<file path="src/rtl/mem_port_arbiter.sv">
// rtl/mem_port_arbiter.sv - core-priority SRAM port arbiter with a FIFO-buffered secondary requester
// Optional head-of-queue starvation monitor: define MEM_ARB_STARVE_EN.
package mem_port_arbiter_pkg;
   typedef logic [1:0] mem_addr_t;
endpackage

module mem_port_arbiter
   import mem_port_arbiter_pkg::*;
#(
   parameter int WPTR         = 32,
   parameter int WDATA        = 32,
   parameter int DEPTH        = 2,
   parameter int STARVE_LIMIT = 64
) (
   input  logic             clk,
   input  logic             rst,
   input  logic             core_read,
   input  logic             core_wren,
   input  logic [WPTR-1:0]  core_addr,
   input  mem_addr_t        core_size,
   input  logic [WDATA-1:0] core_wdata,
   output logic [WDATA-1:0] core_rdata,
   input  logic             sec_req,
   input  logic             sec_we,
   input  logic [WPTR-1:0]  sec_addr,
   input  mem_addr_t        sec_size,
   input  logic [WDATA-1:0] sec_wdata,
   output logic             sec_gnt,
   output logic             sec_rvalid,
   output logic [WDATA-1:0] sec_rdata,
   output logic             sec_starve,
   output logic             sram_en,
   output logic             sram_we,
   output logic [WPTR-1:0]  sram_addr,
   output mem_addr_t        sram_size,
   output logic [WDATA-1:0] sram_wdata,
   input  logic [WDATA-1:0] sram_rdata
);
   localparam int PW = $clog2(DEPTH);
   localparam int CW = PW + 1;
   localparam logic [CW-1:0] FULL_CNT = CW'(DEPTH);

   logic [PW-1:0]    wr_ptr, rd_ptr;
   logic [CW-1:0]    count;
   logic             fifo_we    [DEPTH];
   logic [WPTR-1:0]  fifo_addr  [DEPTH];
   mem_addr_t        fifo_size  [DEPTH];
   logic [WDATA-1:0] fifo_wdata [DEPTH];

   logic             core_act, empty, full, push, pop;
   logic             core_rd_q, sec_rd_q;
   logic [WDATA-1:0] hold_q;

   assign core_act = core_read | core_wren;
   assign empty    = (count == '0);
   assign full     = (count == FULL_CNT);
   assign sec_gnt  = !full;
   assign push     = sec_req & !full;
   // Head is taken from registered state only, so a just-accepted entry cannot issue.
   assign pop      = !core_act & !empty;

   always_comb begin
      sram_en    = 1'b0;
      sram_we    = 1'b0;
      sram_addr  = '0;
      sram_size  = '0;
      sram_wdata = '0;
      if (core_act) begin
         sram_en    = 1'b1;
         sram_we    = core_wren;
         sram_addr  = core_addr;
         sram_size  = core_size;
         sram_wdata = core_wdata;
      end else if (!empty) begin
         sram_en    = 1'b1;
         sram_we    = fifo_we[rd_ptr];
         sram_addr  = fifo_addr[rd_ptr];
         sram_size  = fifo_size[rd_ptr];
         sram_wdata = fifo_wdata[rd_ptr];
      end
   end

   always_ff @(posedge clk) begin
      if (push) begin
         fifo_we[wr_ptr]    <= sec_we;
         fifo_addr[wr_ptr]  <= sec_addr;
         fifo_size[wr_ptr]  <= sec_size;
         fifo_wdata[wr_ptr] <= sec_wdata;
      end
   end

   always_ff @(posedge clk or posedge rst) begin
      if (rst) begin
         wr_ptr    <= '0;
         rd_ptr    <= '0;
         count     <= '0;
         core_rd_q <= 1'b0;
         sec_rd_q  <= 1'b0;
         hold_q    <= '0;
      end else begin
         if (push) wr_ptr <= wr_ptr + 1'b1;
         if (pop)  rd_ptr <= rd_ptr + 1'b1;
         case ({push, pop})
            2'b10:   count <= count + 1'b1;
            2'b01:   count <= count - 1'b1;
            default: count <= count;
         endcase
         core_rd_q <= core_read & !core_wren;
         sec_rd_q  <= pop & !fifo_we[rd_ptr];
         if (core_rd_q) hold_q <= sram_rdata;
      end
   end

   assign sec_rvalid = sec_rd_q;
   assign sec_rdata  = sram_rdata;
   // The core keeps seeing its own last read while secondary reads use the bus.
   assign core_rdata = core_rd_q ? sram_rdata : hold_q;

`ifdef MEM_ARB_STARVE_EN
   localparam int SW = $clog2(STARVE_LIMIT + 1);
   localparam logic [SW-1:0] STARVE_MAX = SW'(STARVE_LIMIT);

   logic [SW-1:0] starve_cnt;

   always_ff @(posedge clk or posedge rst) begin
      if (rst) begin
         starve_cnt <= '0;
      end else if (empty || pop) begin
         starve_cnt <= '0;
      end else if (starve_cnt != STARVE_MAX) begin
         starve_cnt <= starve_cnt + 1'b1;
      end
   end

   assign sec_starve = (starve_cnt == STARVE_MAX);
`else
   logic unused_starve_limit;
   assign unused_starve_limit = (STARVE_LIMIT == 0);
   assign sec_starve = 1'b0;
`endif

endmodule

</file>
<file path="config.mk">
export PLATFORM = sky130hd
export DESIGN_NAME = mem_port_arbiter
export DESIGN_NICKNAME = d
export VERILOG_FILES = /design/src/rtl/mem_port_arbiter.sv
export SDC_FILE = /design/constraint.sdc
export NUM_CORES = 1
export LEC_CHECK = 0
export ABC_AREA = 1
export BUFFER_PORTS_ARGS = -buffer_cell sky130_fd_sc_hd__buf_2
export CORE_AREA = 5 5 137 139
export DETAILED_ROUTE_END_ITERATION = 8
export DIE_AREA = 0 0 142 144
export PLACE_DENSITY = 0.74
export SYNTH_ARGS = -nofsm -noshare
export SYNTH_HDL_FRONTEND = slang
export SYNTH_SLANG_ARGS = --single-unit
export TNS_END_PERCENT = 1
</file>
<file path="constraint.sdc">
create_clock -name clk -period 4.1 [get_ports clk]
set_clock_uncertainty 0.2 [all_clocks]
set_input_delay 0.205 -clock clk [delete_from_list [all_inputs] [get_ports clk]]
set_output_delay 0.205 -clock clk [all_outputs]
set_load 0.02 [all_outputs]
</file>
==> results.md, run 1 <==
- The flow ran to the end, and the final reports show no timing, DRC or antenna violations.
- The parity-gate share of the synthesized area counting xor and xnor cells is less than 1%.
- The diode insertion count for antenna repair is 0.
- The combinational fraction of design power is between 20% and 30%.
- The commonest cells after synthesis are sky130_fd_sc_hd__nand2_1, sky130_fd_sc_hd__edfxtp_1, sky130_fd_sc_hd__inv_1, sky130_fd_sc_hd__dfrtp_1, sky130_fd_sc_hd__buf_4.
- Overall power consumption after layout is estimated at 5.70 mW.
- After Yosys synthesis, full adders, half adders and majority gates account for less than 1% of the synthesized area.
- TritonCTS built the clock tree.
- The internal power of the cells totals 3.77 mW.
- The clock network is responsible for between 20% and 30% of the overall power.
- For this run, the detailed router's first-pass iteration total came to 5.
- The DRC violation count after routing is 0.
- After clock tree synthesis, the flow added hold-fix buffers numbering 104.
- The switching power of the nets is between 1.5 and 2 mW.
- For this configuration, the core starts out at a cell density of a little over two fifths.
- The synthesized area per cell is 9.66 sq um.
- The multiplexer share of the synthesized area is 0%.
- The fraction of the yosys area taken by sequential cells is 66.6%.
- The number of setup buffers added after CTS is 0.
- In this run the worst path has a maximum fanout of 33.
- Row generation in the floorplan step produced 49 rows.
- The total standard cell area after synthesis is 7460 sq um.
- Post-CTS repair changed the size of 0 cells.
- The most used flip-flop cell after synthesis is sky130_fd_sc_hd__edfxtp_1.
- The end of the worst register-to-register path is count[1].
- The tightest min-delay check is of the input port to asynchronous set/reset pin type.
- The average vias per placed instance is approximately 4.6.
- The detailed router finished its first iteration with approximately 330 violations.
- Of all flip-flops after synthesis, the portion carrying an async set or reset was 22.1%.
- The final layout contains 1311 nets.
- The pin slew with the least headroom to its limit is ~1.2 ns.
- Walking the worst path, the cells encountered are dlygate4sd3_1 -> buf_2 -> inv_1 -> nand2_2 -> nor2_4 -> buf_4 -> nand2_1 -> nand2_1 -> buf_2.
- Counting I/O delays and the setup requirement, the final critical path takes 2.83 ns.
- The height of the chip is 144 um.
- For this design, the sink count on the clock tree is 172.
- The number of top-level design ports is 305.
- The data required time at the worst endpoint is 3.69 ns.
- The cell type of the slowest stage on the worst timing path is sky130_fd_sc_hd__dlygate4sd3_1.
- The number of max-cap violations is 0.
- Clock tree synthesis inserted a total of 17 buffers.
- Across all register-to-register paths, the minimum setup slack is around 1.9 ns.
- After clock tree synthesis, the clock-pin slew on the worst setup and hold paths is 0.07 ns.
- Setup repair after global routing left no endpoint under its margin.
- The global placer's final weighted congestion is 0.779.
- The number of hold-slack violations in the final timing report is 0.
- On the final layout, the worst hold slack is 0.256 ns.
- In this run the remaining antenna-violating nets after routing total 0.
- Wires add up to 20300 um.
- Summing the areas of all compound-gate instances in the mapped netlist gives 2.28% of the synthesized area.
- In this run switching power makes up 33.9% of total power.
- The number of flops mapped to enable cells by yosys is 134.
- The dominant delay contributor by cell family on the critical path is buffers and inverters.
- STA classifies the critical path startpoint as an input port.
- The finished cells cover roughly 11000 sq um.
- The areal power density over the cells is 538 nW/um^2.
- The area growth from synthesis to layout is 42.0%.
- Measured in cells, the most critical reg-to-reg path has a length of 8.
- The floorplan step defined a die boundary enclosing 20400 sq um.
- The worst stage delay on the critical path is 0.54 ns.
- The most instantiated library cell after synthesis is sky130_fd_sc_hd__nand2_1.
- Of the post-synthesis cell area, the dominant cell type holds 53.9%.
- Counting flops and latches in the post-synthesis netlist gives 172.
- The combined buffer and inverter count along the critical path is 5.
- Setup violations remaining at the end of the flow were counted as 0.
- The detailed-route via count is 6374.
- Static timing analysis puts the maximum clock frequency at 0.353 GHz.
- The total track usage is 19.7%.
- The number of pins exceeding their max-slew limit in the final report was 0.
- The average detailed-routed wire length per instance is 14.7 um.
- Yosys printed 0 warnings.
- The main combinational cell family by area after synthesis is simple AND/OR/NAND/NOR gates.
- The startpoint identified for the worst register-to-register timing path is count[0].
- The buffer depth of the longest clock path is 2.
- The via count of the first global-routing pass is 6563.
- The post-synthesis cell count is 773.
- The clock latency at the later pin of the worst-skew pair is around 0.42 ns.
- The synthesized netlist devotes 23.0% of its cell area to simple gates.
- The data arrival time of the critical path is roughly 2.4 ns.
- The worst ir drop on vdd is about 0.32 mV.
- The kind of end point of the critical path is an output port.
- Setup slack closes at approximately 1.3 ns.
- The number of nets produced by synthesis is 944.
- The wire length of the first global-routing pass is 31400 um.
- The placeable core area is 17500 sq um.
- The number of antenna violations at the first check in global routing is 0.
- Yosys mapped the design onto 18 distinct sky130hd cell types.
- The largest net degree at the start of global routing is 69.
- The cell area reported after detailed placement is 8940 sq um.
- Summed over all cells, the static leakage comes to 5.21 nW.
- By area the synthesized netlist is led by sky130_fd_sc_hd__edfxtp_1, sky130_fd_sc_hd__nand2_1, sky130_fd_sc_hd__dfrtp_1, sky130_fd_sc_hd__buf_4, sky130_fd_sc_hd__o21ai_0.
- The root buffer selected by CTS is sky130_fd_sc_hd__clkbuf_16.
- The total overflow left after global routing is 0.
- The critical path runs through a total of 9 cells.
- The width of the die is 142 um.
- The start-to-end type of the worst setup path is input port to output port.
- The depth of the CTS H-tree is 4.
- The worst pin sits at a relative slew slack of between 15 and 20%.
- Timing analysis after detailed placement gives a worst setup slack of 1.76 ns.
- The count of input and output buffers is 303.
- In the final layout, the share of cells above drive strength 1 is 30.4%.
- Once detailed placement completed, the half-perimeter wirelength came to roughly 13000 um.
- The cell type contributing the most total cell area after synthesis is sky130_fd_sc_hd__edfxtp_1.
- In this run, flip-flops and latches consume 42.1% of the power.
- The post-route fraction of the period consumed by the critical path is between 60% and 70%.
## area by class of cell
class                           instances  area, sq um
Tap cell                              229          287
Fill cell                            1437         6940
Multi-Input combinational cell        491         1930
Inverter                               41          154
Clock buffer                           22          539
Timing Repair Buffer                  417         2630
Sequential cell                       172         4980
Clock inverter                         10         80.1
## cell usage in the layout (no fill, tap or decap), types with 2 or more instances in the layout
master / n
sky130_fd_sc_hd__dlygate4sd3_1: 104
sky130_fd_sc_hd__nor2_4: 3
sky130_fd_sc_hd__inv_4: 3
sky130_fd_sc_hd__dfrtp_1: 37
sky130_fd_sc_hd__nor2_1: 5
sky130_fd_sc_hd__inv_6: 5
sky130_fd_sc_hd__edfxtp_1: 134
sky130_fd_sc_hd__o21ai_0: 33
sky130_fd_sc_hd__buf_2: 303
sky130_fd_sc_hd__clkbuf_16: 21
sky130_fd_sc_hd__nand2_1: 443
sky130_fd_sc_hd__clkinv_4: 2
sky130_fd_sc_hd__buf_4: 10
sky130_fd_sc_hd__inv_1: 40
## per-layer routing
layer  up-vias  part of all wire (%)  GRT usage (%)
met1      2944                    37           20.9
met5         -                     0              0
li1       3139                     -              -
met4         0                   3.4           9.19
met3        51                   6.8           4.99
met2       240                    53           36.6
## power groups by stage
| stage | combinational [mW] | sequential, mW | clock, mW |
|---|---|---|---|
| floorplan | 1.10 | 2.43 | 0 |
| global placement | 1.58 | 2.42 | 0 |
| detailed placement | 1.60 | 2.44 | 0 |
| CTS | 1.69 | 2.40 | 1.67 |
| global route | 1.87 | 2.43 | 1.73 |
| finish | 1.67 | 2.40 | 1.63 |
## how the worst max path moves through the flow
stage	to	startpoint
CTS	sram_addr[11]	core_wren
global placement	sram_addr[11]	core_wren
floorplan	fifo_addr[0][0]	count[0]
detailed placement	sram_addr[11]	count[0]
global route	sram_addr[11]	core_wren
finish	sram_addr[11]	core_wren
## registers in the layout, summed over array words and instances, names as in the netlist, 2 cells and up
| signal | flops |
|---|---|
| fifo_we | 2 |
| fifo_size | 4 |
| count | 2 |
| hold_q | 32 |
| fifo_wdata | 64 |
| fifo_addr | 64 |
## cells by family after synthesis
| group | count (synthesis) |
|---|---|
| flip-flops | 172 |
| AO/OA/AOI/OAI | 34 |
| XOR/XNOR | 1 |
| other | 1 |
| buffers and inverters | 110 |
| AND/OR/NAND/NOR | 454 |
| adder cells (fa/ha/maj) | 1 |
## stage by stage
stage                     TNS [ns]  instances  utilization, %
final                            0       1382            60.4
after global routing             0       1382            60.4
after CTS                        0       1382            60.4
after detailed placement         0       1246            51.0
after global placement           0       1246            51.0
after floorplan             -12.84        773               -
## worst register-to-register path: cells and delay by family (launching register included)
kind	cells	cell delay, ns
buffers and inverters	2	0.44
adders and majority gates	1	0.30
and+or+nand+nor	5	0.74
DFF	1	0.42
Note: power is estimated with default switching activity, not from simulation.
==> inputs of run 2 (changes only) <==
==> constraint.sdc (replaced) <==
create_clock -name clk -period 2.4 [get_ports clk]
set_clock_uncertainty 0.2 [all_clocks]
set_input_delay 0.12 -clock clk [delete_from_list [all_inputs] [get_ports clk]]
set_output_delay 0.12 -clock clk [all_outputs]
set_load 0.02 [all_outputs]
==> run 2 against run 1 <==
Net effect: global-route usage fell by 0.44 points; via count fell by 0.69%; clock power rose by 63%; routed wire length fell by 2.0%; register-to-register slack got worse by 1.2 ns; core utilization rose by 0.31 points; count of clock-buffer cells in the layout fell by 5; sequential share of layout area fell by 0.24 points; cell count rose by 0.14%; combinational power rose by 76%; critical path depth fell by 3; largest cell class unchanged; largest power group unchanged; highest routed layer unchanged.
==> results.md, run 2 (synthesis results as in run 1) <==
- The run finished with clean final reports.
- Summed over all layers, the global routing overflow is 0.
- The first-iteration detailed-routing DRC count is 315.
- Dividing total power by cell area gives a power density of 914 nW/um^2.
- Entering global routing, the biggest net connects 67 pins.
- The HPWL reported at the end of detailed placement is roughly 12000 um.
- Across the VDD grid, the largest voltage drop is 0.565 mV.
- STA classifies the critical path startpoint as a register.
- The fraction of layout instances using a drive strength above 1 is 30.7%.
- The count of buffers added by post-CTS timing repair for setup is 0.
- The root buffer selected by CTS is sky130_fd_sc_hd__clkbuf_16.
- The clock transition time at the flip-flop clock pins of the worst setup and hold paths is 0.07 ns.
- The number of pins exceeding their max-slew limit in the final report is 0.
- The minimum hold slack is 0.147 ns.
- The shortest clock period the worst path allows after layout is 2.26 ns.
- The final-stage net count is around 1300.
- The iteration count of the initial detailed-routing pass is 4.
- The data required time at the worst endpoint is 2.08 ns.
- The sum of negative setup slack is 0 ns.
- The routed layout has 6330 vias.
- The signal on the critical path passes through nor2_1 -> nor2_4 -> buf_12 -> nand2_1 -> nand2_1 -> buf_2.
- The width of the die is 142 um.
- The floorplan step set the die height to 144 um.
- The number of antenna violations at the first check in global routing is 0.
- In this design, the stage delay of the slowest critical-path cell is 0.42 ns.
- The count of input and output buffers is slightly above 300.
- The H-tree was split into 4 levels.
- The combined buffer and inverter count along the critical path is 2.
- The via count of the first global-routing pass is 6241.
- The detail route stage leaves a number of antenna-violating nets equal to 0.
- The achievable frequency is approximately 0.44 GHz.
- At the pin with the least slew margin, the transition time is 0.524 ns.
- The number of hold-slack violations in the final timing report came to 0.
- In the final layout, the registers with the most flip-flops are fifo_addr (64), fifo_wdata (64), hold_q (32).
- The leakage component of the power is 5.20 nW.
- The final worst setup slack is 0.137 ns.
- After floorplanning, the core was sized to cover 17500 sq um.
- The clock sink count is 172.
- The number of top-level design ports is roughly 310.
- The worst setup slack after placement is 0.595 ns.
- The data arrival time of the critical path is 1.94 ns.
- Dividing the detail-routed via count by the number of cells gives ~4.6.
- In the layout the commonest cells are sky130_fd_sc_hd__nand2_1, sky130_fd_sc_hd__buf_2, sky130_fd_sc_hd__edfxtp_1, sky130_fd_sc_hd__dlygate4sd3_1, sky130_fd_sc_hd__inv_1.
- The diode insertion count for antenna repair is 0.
- The cell type of the slowest stage on the worst timing path is sky130_fd_sc_hd__dfrtp_1.
- The maximum fanout along the worst path is between 50 and 60.
- Once the floorplan was initialized, standard cells occupied 42.6% of the core.
- The count of endpoints failing setup in the final report is 0.
- Measured against its own limit, the worst slew margin works out to 65.0%.
- In the routed design, unresolved DRC markers number 0.
- The CTS tree is yes.
- Setup repair after global routing left no endpoint under its margin.
- The first global-routing pass estimated 30700 um of wire.
- The post-route fraction of the period consumed by the critical path is between 90% and 100%.
- The worst setup path is captured at an output port.
- Global routing used 19.3% of the available tracks.
- The routed wire length is roughly 20000 um.
- At the end of routability-driven placement, the weighted congestion stood at 0.783.
- The floorplan die area is 20400 sq um.
- The cell family contributing the most delay on the critical path is simple AND/OR/NAND/NOR gates.
- Clock latency on the worst-skew pair, taken at its later pin, is 0.42 ns.
- The library cell used most frequently in the layout, excluding fill and tap cells, is sky130_fd_sc_hd__nand2_1.
- The final core utilization is between 60% and 70%.
- The critical path is of the register to output port type.
- From synthesis to final layout, the design area changed by 42.7%.
- The floorplan has 49 rows.
- Max-cap violations in this run came to 0.
- The total clock buffers created by CTS is 17.
- The longest clock path from root to sink contains 2 buffers.
- The most prevalent standard cell on the critical path is sky130_fd_sc_hd__nand2_1.
- In the final routed layout, each cell accounts on average for between 10 and 15 um.
- The path class of the tightest hold or removal check is input port to asynchronous set/reset pin.
-- run 2: power by group --
group / internal, mW / switching, mW
sequential: 3.93 / 0.207
clock: 1.47 / 1.20
combinational: 0.969 / 1.97
total: 6.36 / 3.37
-- run 2: final timing paths --
check	from	to	slack [ns]	cells past startpoint
min reg2reg	hold_q[27]	hold_q[27]	0.33	2
max	count[0]	sram_addr[23]	0.14	6
min	rst	hold_q[28]	0.15	4
max in group asynchronous	rst	rd_ptr	1.50	4
max reg2reg	count[0]	fifo_addr[1][24]	0.69	5
min in group clk	sec_addr[12]	fifo_addr[0][12]	0.22	2
-- run 2: final cells by class --
type	count	area [sq um]
Clock buffer	17	425
Clock inverter	15	158
Fill cell	1384	6880
Inverter	41	154
Multi-Input combinational cell	491	1930
Sequential cell	172	4980
Tap cell	229	287
Timing Repair Buffer	419	2720
-- run 2: tightest hold or removal path, stage by stage --
cell and delay, ns:
sky130_fd_sc_hd__dlygate4sd3_1 0.53, sky130_fd_sc_hd__buf_2 0.12, sky130_fd_sc_hd__inv_1 0.04, sky130_fd_sc_hd__buf_4 0.40
-- run 2: metrics by stage --
stage / area (sq um) / power [mW] / cells
finish: 10700 / 9.73 / 1384
detailed placement: 9020 / 7.01 / 1248
global placement: 9020 / 6.95 / 1248
CTS: 10600 / 9.83 / 1384
global route: 10700 / 10.3 / 1384
floorplan: 7480 / 6.02 / 773
-- run 2: layer usage --
| layer | global-route usage [%] | routed length [um] | vias up |
|---|---|---|---|
| met1 | 21.8 | 7670 | 2887 |
| met3 | 3.97 | 1270 | 35 |
| met5 | 0 | 0 | - |
| li1 | - | - | 3157 |
| met2 | 35.6 | 10500 | 251 |
| met4 | 7.53 | 463 | 0 |
-- run 2: timing repair --
item,CTS,global route
resized for setup,0,2
setup endpoints to repair,0,4
hold buffers,104,0
endpoints found under the hold margin,208,0
==> inputs of run 3 (changes only) <==
--- a/config.mk
+++ b/config.mk
@@ -6,11 +6,11 @@
 export NUM_CORES = 1
 export LEC_CHECK = 0
 export ABC_AREA = 1
-export BUFFER_PORTS_ARGS = -buffer_cell sky130_fd_sc_hd__buf_2
-export CORE_AREA = 5 5 137 139
+export CORE_AREA = 5 5 121 123
 export DETAILED_ROUTE_END_ITERATION = 8
-export DIE_AREA = 0 0 142 144
-export PLACE_DENSITY = 0.74
+export DIE_AREA = 0 0 126 128
+export DONT_BUFFER_PORTS = 1
+export PLACE_DENSITY = 0.72
 export SYNTH_ARGS = -nofsm -noshare
 export SYNTH_HDL_FRONTEND = slang
 export SYNTH_SLANG_ARGS = --single-unit
==> run 3 against run 2 <==
Net effect: first-iteration DRC count is 4.1% lower; worst hold slack worse by 0.11 ns; setup slack improved by 0.060 ns; die area shrank 21%; clock power grew 7.5%; cell count down 23%; design area down 12%; routed wire length decreased by 12%; non-clock buffer count decreased by 268; count of clock-buffer cells in the layout is 1 higher; critical path type unchanged; largest cell class unchanged; highest routed layer is now met5.
==> results.md, run 3 (synthesis results as in run 1) <==
- The post-route netlist has approximately 9.7% of its cells at a drive strength greater than 1.
- Entering global routing, the biggest net connects 53 pins.
- The number of hold-slack violations in the final timing report is 0.
- Clock-pin slew was measured on the worst setup and hold paths at around 0.06 ns.
- Measured along the x axis, the die boundary spans 126 um.
- The clock sink count is approximately 170.
- The root buffer selected by CTS is sky130_fd_sc_hd__clkbuf_16.
- The largest registers in the layout are fifo_addr (64), fifo_wdata (64), hold_q (32).
- In this run, post-CTS repair resized a total of 0 instances.
- The via count of the first global-routing pass is 5463.
- The count of input and output buffers is 0.
- The diode insertion count for antenna repair is 0.
- The filler cells instantiated in the layout total 934.
- In this run the vertical extent of the chip is ~130 um.
- The switching share of total power is between 30% and 40%.
- Across the VDD grid, the largest voltage drop is 0.590 mV.
- In the global route stage, overall resource usage came out at 21.7%.
- The flow ran to the end, and the final reports show no timing, DRC or antenna violations.
- The first TritonRoute pass finished after 6 iterations.
- The routed wire length is around 18000 um.
- For this run, the post-layout net count is roughly 1000.
- The clock passes through at most 2 buffers.
- The worst hold path begins at sram_rdata[27].
- In the routed design, unresolved DRC markers number 0.
- Leaving out fill and tap cells, the most frequent cell in the layout is sky130_fd_sc_hd__nand2_1.
- The startpoint identified for the worst register-to-register timing path is count[0].
- Dividing the detail-routed wire length by the instance count gives 16.4 um.
- The start-to-end type of the worst setup path is register to output port.
- On the final layout, the worst hold slack is around 0.040 ns.
- For this run the aggregate overflow at the end of global routing stands at 0.
- The data arrival time of the critical path is roughly 1.9 ns.
- The wire length of the first global-routing pass is 27300 um.
- Routability-driven placement finished with a final weighted congestion of around 0.92.
- The areal power density over the cells is 1020 nW/um^2.
- The worst register-to-register path has a depth of 5.
- The number of max-cap violations is 0.
- The sum of met2 wire segment lengths after detailed routing is 9620 um.
- In this run the number of H-tree levels came out at 4.
- Of the available clock period, the critical path in the final layout requires between 90 and 100%.
- The number of antenna violations at the first check in global routing came to 1.
- At the worst endpoint, the required time is 2.08 ns.
- The share of total power dissipated in sequential elements is a little over two fifths.
- The later pin in the worst-skew pair is clocked with a latency of around 0.42 ns.
- The analysis attributes to cell leakage a power of 4.17 nW.
- The detailed router put a total of 6510 um of wire on met1.
- The routed design could run at a clock period as short as 2.20 ns.
- The part of the power in the clock network is 30.0%.
- The combinational fraction of design power is 27.0%.
- The CTS tree is yes.
- The worst setup path is captured at an output port.
- The floorplan die area is 16100 sq um.
- The hold-critical path depth is 0.
- The analysis attributes to net switching a power of between 3 and 4 mW.
- Based on the critical path, the design can be clocked at up to 0.454 GHz.
- After the first detailed-routing iteration, the DRC count stood at approximately 300.
- The kind of launch point of the worst setup path is a register.
- Setup violations remaining at the end of the flow were counted as 0.
- After routing, the total negative slack on setup checks comes to 0 ns.
- The classification of the worst-slack hold path is input port to output port.
- The detailed-route via count is 5355.
- Internal power comes to about 6.4 mW.
- In the routed layout, each cell is associated on average with a via count of 5.02.
- Summed over all nets, wire length on met3 after detailed routing comes to 1130 um.
- The worst register-to-register path ends at fifo_addr[0][5].
- For this run, the share of the core covered by cells in the final layout is 68.8%.
- For this configuration, the core starts out at a cell density of 55.1%.
- The placeable core area is 13600 sq um.
- The number of pins exceeding their max-slew limit in the final report came to 0.
- The internal reg-to-reg setup slack is 0.47 ns.
- The highest metal layer with signal wires is met5.
- In this run the worst path has a maximum fanout of 52.
- Relative to the synthesized area, the layout overhead comes to 24.9%.
- The worst hold path terminates at sec_rdata[27].
- The residual antenna-violating net count after detailed routing is 0.
- The top cell types in the final layout, fill and taps aside, are sky130_fd_sc_hd__nand2_1, sky130_fd_sc_hd__edfxtp_1, sky130_fd_sc_hd__dlygate4sd3_1, sky130_fd_sc_hd__buf_4, sky130_fd_sc_hd__inv_1.
- The HPWL reported at the end of detailed placement is between 10000 and 15000 um.
- The number of top-level design ports is 305.
- The total clock buffers created by CTS is 17.
- Setup repair after global routing left no endpoint under its margin.
- The row count is 43.
[run 3: cell types whose count changed in the layout (fill, tap and decap cells not counted), sizes merged]
cell,before,now
buf,315,47
bufinv,1,4
clkbuf,17,18
clkinv,3,4
clkinvlp,5,2
inv,47,45
[run 3: timing repair]
action,CTS,global route
endpoints found under the hold margin,209,0
hold buffers,104,0
buffers inserted,0,0
[run 3: critical path, cell delays in order (launching register included)]
cell and delay (ns):
sky130_fd_sc_hd__dfrtp_1 0.55, sky130_fd_sc_hd__buf_4 0.45, sky130_fd_sc_hd__nand2_1 0.10, sky130_fd_sc_hd__o21ai_0 0.15, sky130_fd_sc_hd__buf_4 0.20
[run 3: power by group through the flow]
stage | sequential (mW) | combinational (mW) | clock (mW)
3_5_place_dp | 4.17 | 2.42 | 0
6_report | 4.11 | 2.57 | 2.86
3_3_place_gp | 4.14 | 2.38 | 0
2_1_floorplan | 4.13 | 1.89 | 0
5_1_grt | 4.16 | 2.87 | 3.05
4_1_cts | 4.11 | 2.59 | 2.89
[run 3: layout make-up]
| type | count | area [sq um] | share of cell area (%) |
|---|---|---|---|
| flip-flops and latches | 172 | 4980 | 53.4 |
| multi-input cells | 491 | 1930 | 20.7 |
| repair buffers | 151 | 1420 | 15.2 |
| clock buffers | 18 | 429 | 4.60 |
| well taps | 180 | 225 | 2.41 |
| clock inverters | 14 | 190 | 2.04 |
| inverters | 41 | 154 | 1.65 |
[run 3: stage by stage]
stage / power [mW] / instances / cell area (sq um) / setup slack [ns]
after floorplan: 6.02 / 773 / 7480 / 0.0398
after global placement: 6.52 / 931 / 7670 / 0.534
after detailed placement: 6.59 / 931 / 7670 / 0.451
after CTS: 9.59 / 1067 / 9330 / 0.180
after global routing: 10.1 / 1067 / 9330 / 0.0246
final: 9.53 / 1067 / 9330 / 0.197
[run 3: layer usage]
| layer | global-route usage, % | up-vias |
|---|---|---|
| li1 | - | 2608 |
| met1 | 24.0 | 2503 |
| met2 | 40.7 | 217 |
| met3 | 6.08 | 25 |
| met4 | 6.50 | 2 |
| met5 | 0 | - |
[run 3: how the worst max path moves through the flow]
stage                          from                to  cells past startpoint
after floorplan            count[0]   fifo_addr[1][0]                      4
after global placement     count[0]   fifo_addr[0][7]                      5
after detailed placement   count[0]  fifo_addr[0][24]                      5
after CTS                 core_rd_q    core_rdata[27]                      4
after global routing      core_rd_q     core_rdata[2]                      4
final                     core_rd_q    core_rdata[16]                      4
